[src/rtl/maxnet_host_if.sv]
// rtl/maxnet_host_if.sv - host-side control, engine and result FIFO signals for maxnet_host
interface maxnet_host_if;
  logic        go;
  logic [3:0]  job_count;
  logic        start;
  logic        done;
  logic [31:0] result_in;
  logic        rd_en;
  logic [31:0] rd_data;
  logic        empty;
  logic        full;
  logic        busy;
  logic        batch_done;
  logic        timeout_err;

  modport master (
    output go, job_count, done, result_in, rd_en,
    input  start, rd_data, empty, full, busy, batch_done, timeout_err
  );

  modport slave (
    input  go, job_count, done, result_in, rd_en,
    output start, rd_data, empty, full, busy, batch_done, timeout_err
  );
endinterface

[src/rtl/maxnet_host.sv]
// rtl/maxnet_host.sv - batch sequencer for a network engine with a first-word-fall-through result FIFO
// Optional WAIT abort enabled by defining MAXNET_HOST_TIMEOUT_EN.
module maxnet_host #(
  parameter int FIFO_DEPTH     = 4,
  parameter int TIMEOUT_CYCLES = 255
) (
  input logic          clk,
  input logic          rst,
  maxnet_host_if.slave host
);
  localparam int PW = (FIFO_DEPTH > 1) ? $clog2(FIFO_DEPTH) : 1;
  localparam int CW = $clog2(FIFO_DEPTH + 1);

  typedef enum logic [2:0] {S_IDLE, S_ISSUE, S_WAIT, S_STORE, S_FINISH} state_t;

  state_t        state_q;
  logic [3:0]    remaining_q;
  logic [31:0]   hold_q;
  logic          start_q;
  logic          busy_q;
  logic          batch_done_q;

  logic [31:0]   mem_q [FIFO_DEPTH];
  logic [PW-1:0] wr_ptr_q;
  logic [PW-1:0] rd_ptr_q;
  logic [CW-1:0] count_q;
  logic [CW-1:0] count_d;
  logic          fifo_full;
  logic          fifo_empty;
  logic          wr_fire;
  logic          rd_fire;

  assign fifo_full  = (count_q == CW'(FIFO_DEPTH));
  assign fifo_empty = (count_q == '0);
  // A pop in the same cycle frees the slot, so a full FIFO still accepts the held result.
  assign wr_fire    = (state_q == S_STORE) && (!fifo_full || host.rd_en);
  assign rd_fire    = host.rd_en && !fifo_empty;

  always_comb begin
    count_d = count_q;
    if (wr_fire && !rd_fire) begin
      count_d = count_q + CW'(1);
    end else if (rd_fire && !wr_fire) begin
      count_d = count_q - CW'(1);
    end
  end

  always_ff @(posedge clk) begin
    if (rst) begin
      wr_ptr_q <= '0;
      rd_ptr_q <= '0;
      count_q  <= '0;
    end else begin
      if (wr_fire) begin
        mem_q[wr_ptr_q] <= hold_q;
        wr_ptr_q        <= wr_ptr_q + PW'(1);
      end
      if (rd_fire) begin
        rd_ptr_q <= rd_ptr_q + PW'(1);
      end
      count_q <= count_d;
    end
  end

`ifdef MAXNET_HOST_TIMEOUT_EN
  localparam int TW = $clog2(TIMEOUT_CYCLES + 1);
  logic [TW-1:0] wait_cnt_q;
  logic          timeout_err_q;
  assign host.timeout_err = timeout_err_q;
`else
  assign host.timeout_err = 1'b0;
`endif

  always_ff @(posedge clk) begin
    if (rst) begin
      state_q      <= S_IDLE;
      remaining_q  <= '0;
      hold_q       <= '0;
      start_q      <= 1'b0;
      busy_q       <= 1'b0;
      batch_done_q <= 1'b0;
`ifdef MAXNET_HOST_TIMEOUT_EN
      wait_cnt_q    <= '0;
      timeout_err_q <= 1'b0;
`endif
    end else begin
      start_q      <= 1'b0;
      batch_done_q <= 1'b0;
      case (state_q)
        S_IDLE: begin
          if (host.go) begin
            busy_q      <= 1'b1;
            remaining_q <= host.job_count;
`ifdef MAXNET_HOST_TIMEOUT_EN
            timeout_err_q <= 1'b0;
`endif
            if (host.job_count != 4'd0) begin
              state_q <= S_ISSUE;
              start_q <= 1'b1;
            end else begin
              state_q      <= S_FINISH;
              batch_done_q <= 1'b1;
            end
          end
        end
        S_ISSUE: begin
          state_q <= S_WAIT;
`ifdef MAXNET_HOST_TIMEOUT_EN
          wait_cnt_q <= '0;
`endif
        end
        S_WAIT: begin
          if (host.done) begin
            hold_q  <= host.result_in;
            state_q <= S_STORE;
          end
`ifdef MAXNET_HOST_TIMEOUT_EN
          else if (wait_cnt_q == TW'(TIMEOUT_CYCLES - 1)) begin
            timeout_err_q <= 1'b1;
            remaining_q   <= '0;
            state_q       <= S_FINISH;
            batch_done_q  <= 1'b1;
          end else begin
            wait_cnt_q <= wait_cnt_q + TW'(1);
          end
`endif
        end
        S_STORE: begin
          if (wr_fire) begin
            remaining_q <= remaining_q - 4'd1;
            if (remaining_q != 4'd1) begin
              state_q <= S_ISSUE;
              start_q <= 1'b1;
            end else begin
              state_q      <= S_FINISH;
              batch_done_q <= 1'b1;
            end
          end
        end
        S_FINISH: begin
          state_q <= S_IDLE;
          busy_q  <= 1'b0;
        end
        default: begin
          state_q <= S_IDLE;
          busy_q  <= 1'b0;
        end
      endcase
    end
  end

  assign host.start      = start_q;
  assign host.busy       = busy_q;
  assign host.batch_done = batch_done_q;
  assign host.empty      = fifo_empty;
  assign host.full       = fifo_full;
  assign host.rd_data    = fifo_empty ? 32'd0 : mem_q[rd_ptr_q];
endmodule

[src/flat_wrapper.sv]
// flat-port wrapper written by rule: the top's interface ports become plain ports
module maxnet_host_flat 
#(
  parameter int FIFO_DEPTH     = 4,
  parameter int TIMEOUT_CYCLES = 255
)
  (clk, rst, host_go, host_job_count, host_done, host_result_in, host_rd_en, host_start, host_rd_data, host_empty, host_full, host_busy, host_batch_done, host_timeout_err);
  maxnet_host_if host_i ();
  input logic clk;
  input logic rst;
  input wire logic [$bits(host_i.go)-1:0] host_go;
  input wire logic [$bits(host_i.job_count)-1:0] host_job_count;
  input wire logic [$bits(host_i.done)-1:0] host_done;
  input wire logic [$bits(host_i.result_in)-1:0] host_result_in;
  input wire logic [$bits(host_i.rd_en)-1:0] host_rd_en;
  output wire logic [$bits(host_i.start)-1:0] host_start;
  output wire logic [$bits(host_i.rd_data)-1:0] host_rd_data;
  output wire logic [$bits(host_i.empty)-1:0] host_empty;
  output wire logic [$bits(host_i.full)-1:0] host_full;
  output wire logic [$bits(host_i.busy)-1:0] host_busy;
  output wire logic [$bits(host_i.batch_done)-1:0] host_batch_done;
  output wire logic [$bits(host_i.timeout_err)-1:0] host_timeout_err;
  assign host_i.go = host_go;
  assign host_i.job_count = host_job_count;
  assign host_i.done = host_done;
  assign host_i.result_in = host_result_in;
  assign host_i.rd_en = host_rd_en;
  assign host_start = host_i.start;
  assign host_rd_data = host_i.rd_data;
  assign host_empty = host_i.empty;
  assign host_full = host_i.full;
  assign host_busy = host_i.busy;
  assign host_batch_done = host_i.batch_done;
  assign host_timeout_err = host_i.timeout_err;
  maxnet_host #(.FIFO_DEPTH(FIFO_DEPTH), .TIMEOUT_CYCLES(TIMEOUT_CYCLES)) u_core (.clk(clk), .rst(rst), .host(host_i));
endmodule
[config.mk]
export PLATFORM = sky130hd
export DESIGN_NAME = maxnet_host_flat
export DESIGN_NICKNAME = d
export VERILOG_FILES = /design/src/rtl/maxnet_host_if.sv /design/src/rtl/maxnet_host.sv /design/src/flat_wrapper.sv
export SDC_FILE = /design/constraint.sdc
export NUM_CORES = 1
export LEC_CHECK = 0
export CORE_AREA = 2 2 122 124
export CTS_BUF_LIST = sky130_fd_sc_hd__clkbuf_16
export DETAILED_ROUTE_END_ITERATION = 16
export DIE_AREA = 0 0 124 126
export DONT_BUFFER_PORTS = 1
export HOLD_SLACK_MARGIN = 0.12
export PLACE_DENSITY_LB_ADDON = 0.3
export SKIP_CTS_REPAIR_TIMING = 1
export SLEW_MARGIN = 0
export SYNTH_ARGS = -nofsm -noshare
export SYNTH_HDL_FRONTEND = slang
export SYNTH_SLANG_ARGS = --single-unit
export TNS_END_PERCENT = 1
[constraint.sdc]
create_clock -name clk -period 5.4 [get_ports clk]
set_input_delay 1.35 -clock clk [delete_from_list [all_inputs] [get_ports clk]]
set_output_delay 1.35 -clock clk [all_outputs]
set_load 0.03 [all_outputs]
# After elaboration in Yosys (flattened, before gate mapping)

Memory sizes are Yosys's and may differ from the RTL's. A register that Yosys moved wholly into a read port is not among the register bits.
Cells that the tools add are included.
Widths: inputs -> output; s select.

Register bits: 49
RAM bits: 128
Output and inout port bits: 38
Word-level logic and storage cells: 72
Memories kept: 1

Memory list:

| memory       | depth | bits a word | rd ports | clocked after memory_dff | write ports | RTL line          | RTL |
|---|---|---|---|---|---|---|---|
| u_core.mem_q | 4     | 32          | 1        | 1                        | 1           | maxnet_host.sv:23 | `logic [31:0] mem_q [FIFO_DEPTH];` |

Add/subtract/negate cells: 5
Eq/ne operators: 8
Multiplexer cells: 29
Bitwise operators: 1
Reduce and logical (&&, ||, !) cells: 19

Operators by type and width:

| cell                | count |
|---|---|
| $mux 32             | 1 |
| $mux 3              | 7 |
| $mux 1              | 12 |
| $pmux 3 s4          | 1 |
| $mux 4              | 2 |
| $pmux 4 s2          | 1 |
| $eq 3x2->1 const B  | 2 |
| $logic_not 3->1     | 2 |
| $pmux 1 s2          | 3 |
| $reduce_and 3->1    | 2 |
| $add 2x1->2 const B | 2 |
| $logic_and 1x1->1   | 4 |
| $logic_not 1->1     | 4 |
| $mux 2              | 2 |
| $ne 2x2->1 const B  | 2 |
| $ne 4x1->1 const B  | 1 |
| $reduce_and 2->1    | 2 |
| $reduce_bool 2->1   | 2 |
| $reduce_bool 4->1   | 1 |
| $sub 4x1->4 const B | 1 |
| $add 3x1->3 const B | 1 |
| $eq 3x1->1 const B  | 1 |
| $eq 3x3->1 const B  | 1 |
| $reduce_or 3->1     | 1 |
| 4 further kinds     | 4 |

# Longest topological paths before layout

Depth after elaboration: 8
Mapped depth: 8

# Least setup slack after synthesis

OpenSTA, ideal clock, no wires.

Path type: in2reg
Start: in rst
End: mem u_core.mem_q[0][0] (enable)
Setup time: 392 ps
Arrival time: 2587 ps
Data required time: 5008 ps
Path slack: 2421 ps
Cell stages on the path: 3
Buffers on the path: 1
Path through: clkbuf_1 nor3_1 and2_1

Longest elaborated chain between the ends: 2

Ends and longest elaborated chain:

| element                      | RTL line           | RTL |
|---|---|---|
| start: declaration           | flat_wrapper.sv:10 | `input logic rst;` |
| $mux 1                       | maxnet_host.sv:49  | `if (rst) begin` |
| $mux 1 (implied by the code) | maxnet_host.sv:55  | `mem_q[wr_ptr_q] <= hold_q;` |
| end: declaration             | maxnet_host.sv:23  |  |

No other way between the ends.

==> flow_summary.ini <==
[min_path]
hold_startpoint = u_core.hold_q[26]$_SDFFE_PP0P_
worstHoldPathCells = 2
min-delay-path-class = flop to flop
hold_path_end = u_core.hold_q[26]$_SDFFE_PP0P_

[grt]
grt_pass1_vias = 3695
pin_count_of_the_biggest_net_entering_global_routing = 53
wire_length_of_the_first_global_routing_pass_um = 19810
grtUsageTotal_pct = 17.45
antenna_found_initial = 0
grt-ovfl-total = 0

[synthesis]
mappedNetlistArea_sq_um = 6990
postSynthAreaPerCell_sq_um = 15.36
yosys.area_share.xor_xnor_pct = 0.6265
synth.yosys.seq_area_share_pct = 69.59
mappedNetlistNets = 504
synth_cells = 455
synth_cell_type_count = 40
synth_compound_area_share_pct = 4.152
yosysTopAreaCellShare_pct = 54.98
edff_count_synth = 128
netlist.top_cell.by_area = edfxtp_1
synth-adder-area-share_pct = 1.539
yosys.area_share.simple_pct = 10.67
synthMuxAreaShare_pct = 11.03
synth-seq-cells = 179
synth_top_family_by_area = multiplexers
ys_dominant_reg_cell = edfxtp_1
number_of_synthesis_warnings = 0
ys_top_cells_by_area = edfxtp_1 55%, dfxtp_1 15%, mux4_2 10%
async_reset_ff_share_pct = 0

[finish]
sequential_cell_area_sq_um = 4867
multi_input_area_sq_um = 1979
postLayoutCoreUtil_pct = 54.30
layout.filler_cells = 1163
post_layout_nonfiller_instances = 650
antenna_cells = 0
number_of_nets_in_the_finished_design = 502
layout-area-overhead-vs-synth_pct = 11.19
drive_above_1_share_pct = 17.38

[placement]
port_buffers = 0
finalWeightedCongestion = 0.7046
hpwlAfterDp_um = 7599
placed_cells = 618

[floorplan]
die_w_um = 124
die_area_sq_um = 15620
num_rows = 44
initial_core_utilization_pct = 48.84
die-height_um = 126
io-pin-count = 79
placeable_core_area_sq_um = 14310

[sta]
worst_slew_pin_slew_ns = 1.038
final_hold_violation_count = 0
relSlewSlack_pct = 30.67
finalSetupViolations = 0
finalMaxSlewViolations = 0
unrepaired_setup_endpoints_after_global_routing = false
timing.fmax_ghz = 0.2603
skew_ns = 0.006530
layout_min_cycle_time_ns = 3.842
fin_tns_setup_ns = 0
final_cycle_utilization_of_the_critical_path_pct = 71.15

[clock_network]
worst_setup_hold_path_clk_slew_ns = 0.06
cts_tree = yes
root_buffer = clkbuf_16
tritoncts.num_buffers = 17
cts_max_level = 4
insertion_delay_to_the_later_sink_of_the_worst_skew_pair_ns = 0.43
max-clock-path-buffers = 2
cts.sink_count = 179

[route]
wl_met1_um = 5037
wl_per_cell_um = 19.43
routed_via_density = 5.414
drtAntennaViolNets = 0
finalWirelength_um = 12630
met2WireLength_um = 6557
route.detailed.drc = 0
dr_wl_met3_um = 763
detail_route.first_pass.iterations = 4
first_iter_violations = 167
routed-via-count = 3519
highest-signal-layer = met4

[setup_path]
worstReg2RegEnd = u_core.count_q[2]$_SDFFE_PP0P_
cp_cell_sequence = buf_4 -> mux4_2 -> nor2b_1
worstSetupPathType = flop to output port
beginning_of_the_worst_register_to_register_path = u_core.count_q[0]$_SDFFE_PP0P_
timing.critical_path.from_type = flop
timing.critical_path.max_delay_family = flip-flops
cp_slowest_stage_delay_ns = 0.88
critPathRequiredTime_ns = 4.05
reg2reg_depth = 8
crit_fanout = 22
worst-endpoint-arrival_ns = 2.49
cp-end-kind = output port
slowest_stage = dfxtp_2
crit_buf_inv = 1
setup.reg_to_reg.worst_slack_ns = 2.70

[pwr]
power_leakage_nw = 2.526
power_density_nw_per_um2 = 489.0
ir_worst_vdd_uv = 264.0

[run_status]
outcome = finished clean

[job]
timing.max_cap.violations = 0
how the worst max path moves through the flow:
stage                                         to  cells past startpoint  start  slack [ns]
floorplan           u_core.mem_q[0][0]$_DFFE_PP_                      3    rst        2.42
global placement                host_rd_data[10]                      3   flop        1.97
detailed placement               host_rd_data[4]                      3   flop        1.93
CTS                              host_rd_data[4]                      3   flop        1.46
global route                     host_rd_data[4]                      3   flop        1.36
finish                           host_rd_data[4]                      3   flop        1.56
tightest hold or removal path: stages, from the launching register on:
cell,delay (ns)
dfxtp_1,0.34
nand2_1,0.06
a21oi_1,0.06
cell families after synthesis:
logic type | Yosys count
mux | 37
xor+xnor | 5
other cells | 1
simple gates | 144
flops | 179
buf+inv | 32
fa+ha+maj | 8
compound gates | 49
sequential cells by signal, summed over array words and instances (netlist names), named ones only:
register                flops
u_core.hold_q              32
u_core.mem_q              128
u_core.count_q              3
u_core.host.busy            1
u_core.rd_ptr_q             2
u_core.host.start           1
u_core.remaining_q          4
u_core.state_q              3
u_core.host.batch_done      1
u_core.wr_ptr_q             2
metal layers:
layer	track usage (%)	vias up
met5	0	-
met4	7.535	0
met3	5.661	20
met2	29.22	79
met1	20.53	1752
li1	-	1668
through the flow:
stage	worst slack (ns)	total power [mW]	area [sq um]	hold slack, ns
3_5_place_dp	1.929	2.538	7133	0.4861
5_1_grt	1.361	3.949	7772	0.5159
4_1_cts	1.459	3.846	7772	0.4947
3_3_place_gp	1.968	2.519	7133	0.4691
6_report	1.558	3.801	7772	0.4933
2_1_floorplan	2.421	2.401	6990	0.4600
final cells by class:
cell class	instances	area share, %
Clock inverter	15	2.753
Multi-Input combinational cell	244	25.47
Sequential cell	179	62.62
Clock buffer	17	5.473
Timing Repair Buffer	4	0.3863
Inverter	7	0.3381
Tap cell	184	2.962
synthesized netlist by cell type (2+ instances only):
cell type,instances
nor4_1,2
o21ai_0,3
nand2b_1,3
inv_1,7
mux4_2,32
nand2_1,66
buf_4,4
buf_6,3
dfxtp_1,51
nor4b_4,2
and2_1,5
edfxtp_1,128
nor3_1,3
nor2_1,16
o32ai_2,2
or3_1,2
ha_1,7
nor3b_1,4
buf_2,5
nor2b_1,34
nor3_2,2
buf_1,3
clkbuf_1,10
a21oi_1,37
xor2_1,4
mux2i_1,5
o21a_1,2
power breakdown:
group | leakage (nW) | total (mW) | internal [mW] | switching (mW)
registers | 1.63 | 1.62 | 1.51 | 0.111
logic | 0.585 | 0.861 | 0.276 | 0.586
clock network | 0.308 | 1.32 | 0.816 | 0.500
cell usage in the layout (no fill, tap or decap), types with 2 or more instances in the layout:
cell and instances:
dfxtp_2 2, clkinv_2 3, nor2_1 16, nor3_4 2, xor2_1 4, nand2b_1 3, nor2b_1 34, edfxtp_1 128
bufinv_16 5, mux4_2 32, nor4_1 2, clkinv_4 3, nand2_1 66, buf_4 4, clkinvlp_4 2, mux2i_1 5
or3_1 2, nor3_1 3, a21oi_1 37, ha_1 7, inv_1 7, nor3b_1 4, and2_2 4, nor4b_4 2
clkbuf_16 17, o32ai_2 2, clkinv_1 2, dfxtp_1 49, o21ai_0 3, o21a_1 2
Power figures use the tool's default switching activity.
